$ cat src/rtl/ff_loader.sv
// ff_loader: stream-to-memory-map sequencer for the feed-forward network.
//
// This block is the only master on the network's register port. It takes one
// frame of words from the input stream and writes it into the weight and input
// registers. It then waits for the network to signal completion, reads each
// output neuron back and emits it on the result stream.
//
// Ports
//   clk_i, reset_i           clock; synchronous active-high reset
//   cfg_start_i              one-cycle frame request, honoured only in IDLE
//   cfg_load_w_i             sampled with cfg_start_i; frame carries NW weights first
//   s_valid_i/s_ready_o/s_data_i      frame word stream in
//   m_valid_o/m_ready_i/m_data_o/m_last_o  result stream out (LENGHT_O words)
//   net_write_o, net_read_o  network write / read strobes
//   net_address_o            network register address
//   net_in_d_o               network write data
//   net_out_d_i              network read data, valid the cycle after net_read_o
//   net_ready_i              network can accept a write
//   net_down_i               network computation complete (level)
//   busy_o                   high in every state except IDLE
//   err_o                    sticky completion-timeout flag, cleared by a new start
//
// state     | meaning
// ----------+-------------------------------------------------------------
// IDLE      | waiting for cfg_start_i
// LOAD_W    | forwarding stream words to weight registers
// LOAD_I    | forwarding stream words to input registers
// GUARD     | one cycle that ignores a completion left over from last frame
// WAIT_DONE | waiting for net_down_i, with timeout
// RD_REQ    | read strobe for output word cnt
// RD_DATA   | capture read data into the result register
// EMIT      | present result word until accepted

module ff_loader #(
    parameter  int WIDTH      = 32,
    parameter  int LENGHT_I   = 8,
    parameter  int LENGHT_MID = 4,
    parameter  int LENGHT_O   = 2,
    parameter  int TIMEOUT    = 1024,
    localparam int NW         = LENGHT_I * LENGHT_MID + LENGHT_MID * LENGHT_O,
    localparam int W_BASE     = 0,
    localparam int I_BASE     = NW + 1,
    localparam int O_BASE     = NW + LENGHT_I + 2,
    localparam int WIDTH_ADDR = $clog2(NW + LENGHT_I + LENGHT_O + 3)
) (
    input  logic                  clk_i,
    input  logic                  reset_i,
    input  logic                  cfg_start_i,
    input  logic                  cfg_load_w_i,
    input  logic                  s_valid_i,
    output logic                  s_ready_o,
    input  logic [WIDTH-1:0]      s_data_i,
    output logic                  m_valid_o,
    input  logic                  m_ready_i,
    output logic [WIDTH-1:0]      m_data_o,
    output logic                  m_last_o,
    output logic                  net_write_o,
    output logic                  net_read_o,
    output logic [WIDTH_ADDR-1:0] net_address_o,
    output logic [WIDTH-1:0]      net_in_d_o,
    input  logic [WIDTH-1:0]      net_out_d_i,
    input  logic                  net_ready_i,
    input  logic                  net_down_i,
    output logic                  busy_o,
    output logic                  err_o
);

    localparam int CMAX = (NW > LENGHT_I) ? ((NW > LENGHT_O) ? NW : LENGHT_O)
                                          : ((LENGHT_I > LENGHT_O) ? LENGHT_I : LENGHT_O);
    localparam int CW   = (CMAX > 1) ? $clog2(CMAX) : 1;
    localparam int TW   = (TIMEOUT > 1) ? $clog2(TIMEOUT) : 1;
    localparam logic [TW-1:0] TMAX = TW'((TIMEOUT > 0) ? TIMEOUT - 1 : 0);

    typedef enum logic [2:0] {
        IDLE, LOAD_W, LOAD_I, GUARD, WAIT_DONE, RD_REQ, RD_DATA, EMIT
    } state_t;

    state_t            state_q, state_d;
    logic [CW-1:0]     cnt_q, cnt_d;
    logic [TW-1:0]     tmr_q, tmr_d;
    logic              err_q, err_d;
    logic [WIDTH-1:0]  m_data_q, m_data_d;

    always_ff @(posedge clk_i) begin
        if (reset_i) begin
            state_q  <= IDLE;
            cnt_q    <= '0;
            tmr_q    <= '0;
            err_q    <= 1'b0;
            m_data_q <= '0;
        end else begin
            state_q  <= state_d;
            cnt_q    <= cnt_d;
            tmr_q    <= tmr_d;
            err_q    <= err_d;
            m_data_q <= m_data_d;
        end
    end

    always_comb begin
        state_d       = state_q;
        cnt_d         = cnt_q;
        tmr_d         = tmr_q;
        err_d         = err_q;
        m_data_d      = m_data_q;
        s_ready_o     = 1'b0;
        m_valid_o     = 1'b0;
        m_last_o      = 1'b0;
        net_write_o   = 1'b0;
        net_read_o    = 1'b0;
        net_address_o = '0;
        net_in_d_o    = '0;

        case (state_q)
            IDLE: begin
                if (cfg_start_i) begin
                    err_d   = 1'b0;
                    cnt_d   = '0;
                    state_d = cfg_load_w_i ? LOAD_W : LOAD_I;
                end
            end
            LOAD_W: begin
                s_ready_o = net_ready_i;
                if (s_valid_i && net_ready_i) begin
                    net_write_o   = 1'b1;
                    net_address_o = WIDTH_ADDR'(W_BASE) + WIDTH_ADDR'(cnt_q);
                    net_in_d_o    = s_data_i;
                    if (cnt_q == CW'(NW - 1)) begin
                        cnt_d   = '0;
                        state_d = LOAD_I;
                    end else begin
                        cnt_d = cnt_q + 1'b1;
                    end
                end
            end
            LOAD_I: begin
                s_ready_o = net_ready_i;
                if (s_valid_i && net_ready_i) begin
                    net_write_o   = 1'b1;
                    net_address_o = WIDTH_ADDR'(I_BASE) + WIDTH_ADDR'(cnt_q);
                    net_in_d_o    = s_data_i;
                    if (cnt_q == CW'(LENGHT_I - 1)) begin
                        cnt_d   = '0;
                        state_d = GUARD;
                    end else begin
                        cnt_d = cnt_q + 1'b1;
                    end
                end
            end
            GUARD: begin
                tmr_d   = '0;
                state_d = WAIT_DONE;
            end
            WAIT_DONE: begin
                if (net_down_i) begin
                    cnt_d   = '0;
                    state_d = RD_REQ;
                end else if (TIMEOUT != 0 && tmr_q == TMAX) begin
                    err_d   = 1'b1;
                    state_d = IDLE;
                end else begin
                    tmr_d = tmr_q + 1'b1;
                end
            end
            RD_REQ: begin
                net_read_o    = 1'b1;
                net_address_o = WIDTH_ADDR'(O_BASE) + WIDTH_ADDR'(cnt_q);
                state_d       = RD_DATA;
            end
            RD_DATA: begin
                m_data_d = net_out_d_i;
                state_d  = EMIT;
            end
            EMIT: begin
                m_valid_o = 1'b1;
                m_last_o  = (cnt_q == CW'(LENGHT_O - 1));
                if (m_ready_i) begin
                    if (m_last_o) begin
                        state_d = IDLE;
                    end else begin
                        cnt_d   = cnt_q + 1'b1;
                        state_d = RD_REQ;
                    end
                end
            end
            default: state_d = IDLE;
        endcase

        // While reset is held nothing may be handed to the network or the
        // result consumer, even though the state register has not cleared yet.
        if (reset_i) begin
            s_ready_o     = 1'b0;
            m_valid_o     = 1'b0;
            m_last_o      = 1'b0;
            net_write_o   = 1'b0;
            net_read_o    = 1'b0;
            net_address_o = '0;
            net_in_d_o    = '0;
        end
    end

    assign m_data_o = m_data_q;
    assign busy_o   = (state_q != IDLE);
    assign err_o    = err_q;

endmodule

$ cat config.mk
export PLATFORM = sky130hd
export DESIGN_NAME = ff_loader
export DESIGN_NICKNAME = d
export VERILOG_FILES = /design/src/rtl/ff_loader.sv
export SDC_FILE = /design/constraint.sdc
export NUM_CORES = 1
export LEC_CHECK = 0
export ABC_AREA = 1
export CORE_ASPECT_RATIO = 1.25
export CORE_MARGIN = 4
export CORE_UTILIZATION = 38
export CTS_BUF_LIST = sky130_fd_sc_hd__clkbuf_16
export DETAILED_ROUTE_END_ITERATION = 8
export PLACE_DENSITY_LB_ADDON = 0.25
export SYNTH_ARGS = -nofsm -noshare
export SYNTH_HDL_FRONTEND = slang
export SYNTH_SLANG_ARGS = --single-unit
export TNS_END_PERCENT = 10
$ cat constraint.sdc
create_clock -name clk_i -period 1.3 [get_ports clk_i]
set_input_delay 0.26 -clock clk_i [delete_from_list [all_inputs] [get_ports clk_i]]
set_output_delay 0.26 -clock clk_i [all_outputs]
set_load 0.01 [all_outputs]
* Word-level counts from Yosys, hierarchy flattened
Cells that the tools add are included.
** Operators by class
- $add $sub $neg :: 4
- Multipliers :: 0
- Divide/modulo/power cells :: 0
- Magnitude comparators :: 0
- Equal/unequal tests :: 23
- Shift-type cells :: 0
- Muxes and demuxes :: 45
- Bitwise operators :: 0
- Reduce and logical (&&, ||, !) cells :: 11
** Operator list (count)
- 32-bit 2-to-1 mux :: 3
- 6-bit 2-to-1 mux :: 11
- 6-bit one-hot mux with 5 select lines :: 1
- 3-bit 2-to-1 mux :: 9
- 3-bit one-hot mux with 8 select lines :: 1
- 2-bit != test (second input constant) :: 11
- 10-bit 2-to-1 mux :: 2
- 10-bit one-hot mux with 2 select lines :: 1
- 6-bit one-hot mux with 3 select lines :: 1
- 1-bit 2-to-1 mux :: 14
- 7-bit AND reduction :: 2
- 6-bit adder (first input constant) :: 2
- 3-bit == test (second input constant) :: 4
- 10-bit by 1-bit adder with 10-bit output (second input constant) :: 1
- 10-bit == test (second input constant) :: 1
- 6-bit by 1-bit adder with 6-bit output (second input constant) :: 1
- 3-bit by 2-bit == test with 1-bit output (second input constant) :: 2
- 6-bit by 1-bit == test with 1-bit output (second input constant) :: 1
- 6-bit by 3-bit == test with 1-bit output (second input constant) :: 1
- 6-bit == test (second input constant) :: 1
- 5-bit nonzero test :: 1
- 4-bit AND reduction :: 1
- 2-bit nonzero test :: 2
- 3-bit by 1-bit == test with 1-bit output (second input constant) :: 1
- 8 further kinds :: 8
** Storage, ports and cells
- Flip-flop bits (word level) :: 52
- Latch bits :: 0
- Memory bits (writable) :: 0
- Memory bits (read-only) :: 0
- Input bits :: 72
- Logic and storage cells :: 88
- Memories :: 0

* Logic depth before layout (Yosys ltp)
Gate-level depths: netlist (run 1).
- Depth after elaboration :: 4
- Depth in mapped cells :: 11
- Mapped depth without buffers :: 10

* Worst setup path before layout (run 1)
OpenSTA, ideal clock, no wires.
- Path type :: register to output
- Start point :: register state_q[2]
- End point :: output net_in_d_o[23]
- Arrival :: 1.270 ns
- Setup slack :: -0.230 ns
- Stages on the path, launching flop included :: 10
- Path buffers :: 2
- Cell sequence :: dfxtp_1 > buf_6 > inv_6 > nand3_4 > nand2_2 > inv_2 > nor2_4 > nand2_4 > buf_6 > nor2_1
** On the way
- Cells in the longest elaborated chain, start to end :: 4
** RTL lines
- start: declaration :: line 78 : state_t state_q, state_d;
- start signal: assignment :: line 92 : state_q <= state_d;
- 3-bit by 2-bit == test with 1-bit output / 3-bit by 1-bit == test with 1-bit output (equally long branches) :: line 114 : case (state_q)
- 2-bit OR reduction (no line) (*)
- 32-bit 2-to-1 mux (*)
- 32-bit 2-to-1 mux (*) :: line 191 : if (reset_i) begin
- end: declaration :: line 60 : output logic [WIDTH-1:0] net_in_d_o,
Every way passes the cells marked *; elsewhere a longest branch is shown, timed or not.

* Worst setup path in the final report (run 1)
- Start point :: register state_q[0]
- End point :: output net_in_d_o[17]
The elaborated chain is that of the path after synthesis.

==> results of run 1 <==
-- per-stage QoR --
stage          util (%)  total power, mW
4_1_cts            65.0             6.97
3_5_place_dp       63.9             5.53
6_report           68.1             7.22
2_1_floorplan         -             3.94
5_1_grt            68.1             7.74
3_3_place_gp       63.9             5.45
-- power by group --
part           internal, mW  switching [mW]  leakage [nW]
registers              1.83           0.198         0.426
logic                  1.86            2.04          2.26
clock network         0.711           0.585        0.0716
total                  4.40            2.82          2.76
-- worst max-delay path by stage --
stage	endpoint	cells past startpoint	startpoint	slack, ns
6_report	net_in_d_o[17]	9	state_q[0]	-0.55
5_1_grt	net_in_d_o[16]	9	state_q[0]	-0.63
4_1_cts	net_address_o[5]	10	state_q[1]	-0.57
3_5_place_dp	net_address_o[3]	8	s_valid_i	-1.07
3_3_place_gp	net_address_o[3]	8	s_valid_i	-0.99
2_1_floorplan	net_in_d_o[10]	9	state_q[2]	-0.17
-- layout by cell type, fill, tap and decap left out, drive strengths merged --
cell type / netlist / layout
dfxtp: 52 / 52
xor2: 4 / 4
nand3b: 1 / 1
o22ai: 1 / 1
o21ai: 42 / 42
nand4: 4 / 4
nor3: 4 / 4
inv: 106 / 107
clkdlybuf4s15: 0 / 1
a21oi: 45 / 45
buf: 15 / 117
xnor2: 1 / 1
o211ai: 2 / 2
a31oi: 2 / 2
nor2: 100 / 100
ha: 4 / 4
clkdlybuf4s50: 0 / 69
clkinv: 0 / 2
nand3: 24 / 24
nand2: 89 / 89
dlygate4sd2: 0 / 35
clkbuf: 6 / 8
-- per-layer routing --
| metal | vias to the layer above | wire length, µm | share of wire, % | GRT usage, % |
|---|---|---|---|---|
| li1 | 1952 | - | - | - |
| met1 | 1687 | 4220 | 41 | 21.5 |
| met2 | 166 | 5090 | 49 | 34.7 |
| met3 | 15 | 954 | 9.2 | 7.26 |
| met4 | 0 | 153 | 1.5 | 5.41 |
| met5 | - | 0 | 0 | 0 |
-- synthesized netlist by cell type, drive strengths merged --
master / instances / share of area, %
inv: 106 / 13
nor2: 100 / 15
nand2: 89 / 11
dfxtp: 52 / 32
a21oi: 45 / 7.0
o21ai: 42 / 6.5
nand3: 24 / 5.0
buf: 15 / 3.6
clkbuf: 6 / 0.70
ha: 4 / 1.5
nand4: 4 / 0.97
nor3: 4 / 0.62
xor2: 4 / 1.1
a31oi: 2 / 0.39
o211ai: 2 / 0.46
nand3b: 1 / 0.62
o22ai: 1 / 0.19
xnor2: 1 / 0.27
-- logic make-up after synthesis --
| logic type | after synthesis | synth area share, % |
|---|---|---|
| and+or+nand+nor | 222 | 33.6 |
| buffers and inverters | 127 | 16.8 |
| AOI/OAI and AO/OA | 92 | 14.5 |
| DFF | 52 | 32.2 |
| xor gates and xnor gates | 5 | 1.35 |
| adders and majority gates | 4 | 1.55 |
-- timing repair --
item / 4_1_cts / 5_1_grt
setup endpoints to repair: 129 / 96
gates resized for setup: 247 / 75
setup buffers: 6 / 6
pin swaps: 9 / 11
gates cloned: 0 / 2
-- state kept, by name, indices dropped and copies added, names as in the netlist --
| register | cells |
|---|---|
| err_o | 1 |
| tmr_q | 10 |
| cnt_q | 6 |
| state_q | 3 |
| m_data_o | 32 |
-- worst register-to-register path: cells and delay by family, from the launching register on --
kind	cells	cell delay [ns]
buf+inv	1	0.19
flops	1	0.40
simple gates	9	0.86
-- layout make-up --
type	count	area [µm²]
Clock buffer	5	125
Clock inverter	3	17.5
Fill cell	712	2650
Inverter	106	413
Multi-Input combinational cell	323	1930
Sequential cell	52	1060
Tap cell	97	121
Timing Repair Buffer	225	1970
==> flow_summary.ini, run 1 <==
[global_routing]
grt.overflow.total = 0
antenna_found_initial = 0
grt_max_degree = 47
grtUsageTotal_pct = 19.5
grt_pass1_wl_mm = 16.5
grt_pass1_vias = 3707

[sta]
whs_ns = 0.441
layout_min_cycle_time_ns = 1.85
fin_ws_ns = -0.545
fmaxAchievable_ghz = 0.542
clock_skew_ns = 0.00526
slew_headroom_pct = 79.5
worstMarginPinSlew_ns = 0.307
tns_ns = -24.83
grt_setup_unrepaired = yes
finalMaxSlewViolations = 0
setup_viol = 75
hold_violations = 0
min_period_over_period_pct = 142

[min_path]
hp-start = m_data_o[21]
min_to = m_data_o[21]
whs_path_depth = 2
worstHoldPathType = flip-flop to flip-flop

[synth]
synthCells = 502
syn_area_um2 = 3230
synth_fp_nets = 578
yosysSeqAreaShare_pct = 32.2
yosys_warnings = 0
syn_area_per_cell_um2 = 6.44
synth-seq-cells = 52
yosysUniqueCellTypes = 31

[worst_setup_path]
crit_path_top_delay_cell = dfxtp_4
cp-start-kind = flip-flop
crit_buf_inv = 4
critPathKind = flip-flop to output port
r2r_start = state_q[0]
regToRegEndpoint = cnt_q[4]
crit_fanout = 12
critPathCaptureType = output port
crit_family = simple AND/OR/NAND/NOR gates
r2r_slack_ns = -0.25
r2r_cells = 10
slowest_delay_ns = 0.38
required_ns = 1.04
cp.arrival_ns = 1.59
path_cells = inv_4, nand3_4, nand2_4, inv_4, nor2_4, nand2_4, clkbuf_16, nor2_2, buf_2

[placement]
placed_cell_area_um2 = 5300
preCtsSetupSlack_ns = -1.07
gp_congestion = 0.931
dp_hpwl_mm = 7.89
io_buffers = 148
dp.cells = 791

[clock_network]
clkTransAtPathRegs_ns = 0.07
ctsLongestPathBuffers = 2
cts-root-buf = clkbuf_16
insertion_delay_ns = 0.29
hold_buffers = 0
clkSinkCount = 52
htreeDepth = 2
cts_buffers = 5
cts_tree = done

[route]
route.detailed.drc = 0
wire_per_inst_um = 12.8
viasPerCell = 4.71
vias = 3820
drtAntennaViolNets = 0
drt_iter0_drc = 181
drtPass1Iterations = 4
wl_mm = 10.4

[job]
max-cap-violations = 0

[floorplanning]
die-area_um2 = 10100
boundaryPins = 149
core_area_um2 = 8290
initial_core_util_pct = 39.0
rows = 37
die_x_um = 90.5
die_y_um = 111

[cells_and_area]
syn_to_final_growth_pct = 74.5
nets = 789
antenna_cells = 0
final_layout_size_suffix_gt1_share_pct = 32.6
stdcell_count = 811
fin_area_um2 = 5640

[power]
p_leak_nw = 2.76
ir_drop_uv = 900
powerDensity_nw_per_um2 = 1280

[status]
status = finished, violations left
failed_checks = setup timing
No activity file was read; power rests on OpenSTA's default activity.
==> run 2: changes to the inputs <==
--- a/config.mk
+++ b/config.mk
@@ -7,7 +7,7 @@
 export LEC_CHECK = 0
 export ABC_AREA = 1
 export CORE_ASPECT_RATIO = 1.25
-export CORE_MARGIN = 4
+export CORE_MARGIN = 3
 export CORE_UTILIZATION = 38
 export CTS_BUF_LIST = sky130_fd_sc_hd__clkbuf_16
 export DETAILED_ROUTE_END_ITERATION = 8
==> flow_summary.ini, run 2 (synthesis gave the netlist of run 1 again) <==
[status]
status = finished, violations left
failed_checks = setup timing

[worst_setup_path]
critPathCaptureType = output port
cp-start-kind = flip-flop
critPathKind = flip-flop to output port
crit_fanout = 4
cp.arrival_ns = 1.59
crit_path_top_delay_cell = dfxtp_2
required_ns = 1.04
path_common_cell = buf_6
r2r_cells = 13
regToRegEndpoint = tmr_q[3]
r2r_slack_ns = -0.24
path_cells = buf_6, inv_4, buf_4, buf_6, nand2_2, nor2_1, inv_1, dlygate4sd2_1
slowest_delay_ns = 0.33
r2r_start = state_q[0]

[clock_network]
ctsLongestPathBuffers = 2
cts_tree = done
clkTransAtPathRegs_ns = 0.07
cts_buffers = 5
cts-root-buf = clkbuf_16
clkSinkCount = 52
hold_buffers = 0
htreeDepth = 2
insertion_delay_ns = 0.29

[sta]
fin_ws_ns = -0.551
tns_ns = -25.87
finalMaxSlewViolations = 0
setup_viol = 77
worstMarginPinSlew_ns = 0.406
min_period_over_period_pct = 142
hold_violations = 0
clock_skew_ns = 0.00473
slew_headroom_pct = 72.9
fmaxAchievable_ghz = 0.540
layout_min_cycle_time_ns = 1.85
grt_setup_unrepaired = yes

[global_routing]
grt.overflow.total = 0
grtUsageTotal_pct = 19.8
grt_max_degree = 43
antenna_found_initial = 0
grt_pass1_vias = 3607
grt_pass1_wl_mm = 15.4

[route]
drt_iter0_drc = 135
viasPerCell = 4.74
wl_mm = 9.94
drtPass1Iterations = 4
route.detailed.drc = 0
vias = 3840
drtAntennaViolNets = 0
wire_per_inst_um = 12.3

[floorplanning]
boundaryPins = 149
initial_core_util_pct = 39.2
rows = 37
core_area_um2 = 8240
die_x_um = 88.5
die_y_um = 109
die-area_um2 = 9660

[cells_and_area]
layout_common_cells = inv_1, buf_4, clkdlybuf4s50_1
final_layout_size_suffix_gt1_share_pct = 34.4
fin_util_pct = 67.6
stdcell_count = 810
nets = 788
final_common_cell = inv_1
largest_reg_flops = 32
syn_to_final_growth_pct = 72.3
antenna_cells = 0

[min_path]
hp-start = m_data_o[21]
worstHoldPathType = flip-flop to flip-flop
min_to = m_data_o[21]
whs_path_depth = 2

[placement]
io_buffers = 148
gp_congestion = 0.968
preCtsSetupSlack_ns = -1.10
dp_hpwl_mm = 7.68
dp.cells = 792

[power]
ir_drop_uv = 1070
powerDensity_nw_per_um2 = 1290
p_leak_nw = 2.75

[job]
max-cap-violations = 0
## run 2: cell types whose count changed in the layout (fill, tap and decap cells not counted), sizes merged
cell,previous run,this run
clkbuf,8,6
clkdlybuf4s50,69,68
clkinv,2,0
clkinvlp,0,2
dlygate4sd2,35,36
dlymetal6s2s,0,1
## run 2: power by group
| part | internal (mW) | switching, mW | total (mW) |
|---|---|---|---|
| registers | 1.82 | 0.176 | 2.00 |
| logic | 1.79 | 2.02 | 3.81 |
| clock network | 0.728 | 0.636 | 1.36 |
## run 2: how the worst max path moves through the flow
stage                from  slack, ns          endpoint
2_1_floorplan  state_q[2]      -0.17    net_in_d_o[10]
3_3_place_gp    s_valid_i      -1.08  net_address_o[3]
3_5_place_dp    s_valid_i      -1.10  net_address_o[3]
4_1_cts        state_q[1]      -0.62  net_address_o[3]
5_1_grt        state_q[0]      -0.64    net_in_d_o[22]
6_report       state_q[0]      -0.55            busy_o
## run 2: metal layers
layer  vias up  part of all wire (%)  GRT usage, %  wire [µm]
met4         0                   1.6          6.48        164
met5         -                     0             0          0
li1       1956                     -             -          -
met1      1712                    39          21.4       3840
met3        17                    11          7.33       1080
met2       155                    49          35.1       4850
## run 2: repair_timing
item                                    4_1_cts  5_1_grt
hold endpoints to repair                      0        0
endpoints found under the setup margin      129       96
pin swaps                                     6       19
gates resized for setup                     250       67
buffers inserted                              4        6
## run 2: final cells by class
type | count | area [µm²]
Multi-Input combinational cell | 323 | 1940
Inverter | 106 | 420
Fill cell | 711 | 2670
Timing Repair Buffer | 224 | 1880
Sequential cell | 52 | 1060
Tap cell | 97 | 121
Clock buffer | 5 | 125
Clock inverter | 3 | 26.3
## run 2: stage by stage
stage          power (mW)  cell area (µm²)  hold slack [ns]
2_1_floorplan        3.94             3300            0.442
5_1_grt              7.67             5570            0.466
4_1_cts              6.94             5380            0.445
3_3_place_gp         5.43             5300            0.430
6_report             7.18             5570            0.443
3_5_place_dp         5.48             5300            0.438
## run 2: worst max-delay path: cells and delay by family (launching register included)
kind | cells | cell delay, ns
DFF | 1 | 0.33
buffers and inverters | 6 | 0.74
and+or+nand+nor | 2 | 0.22
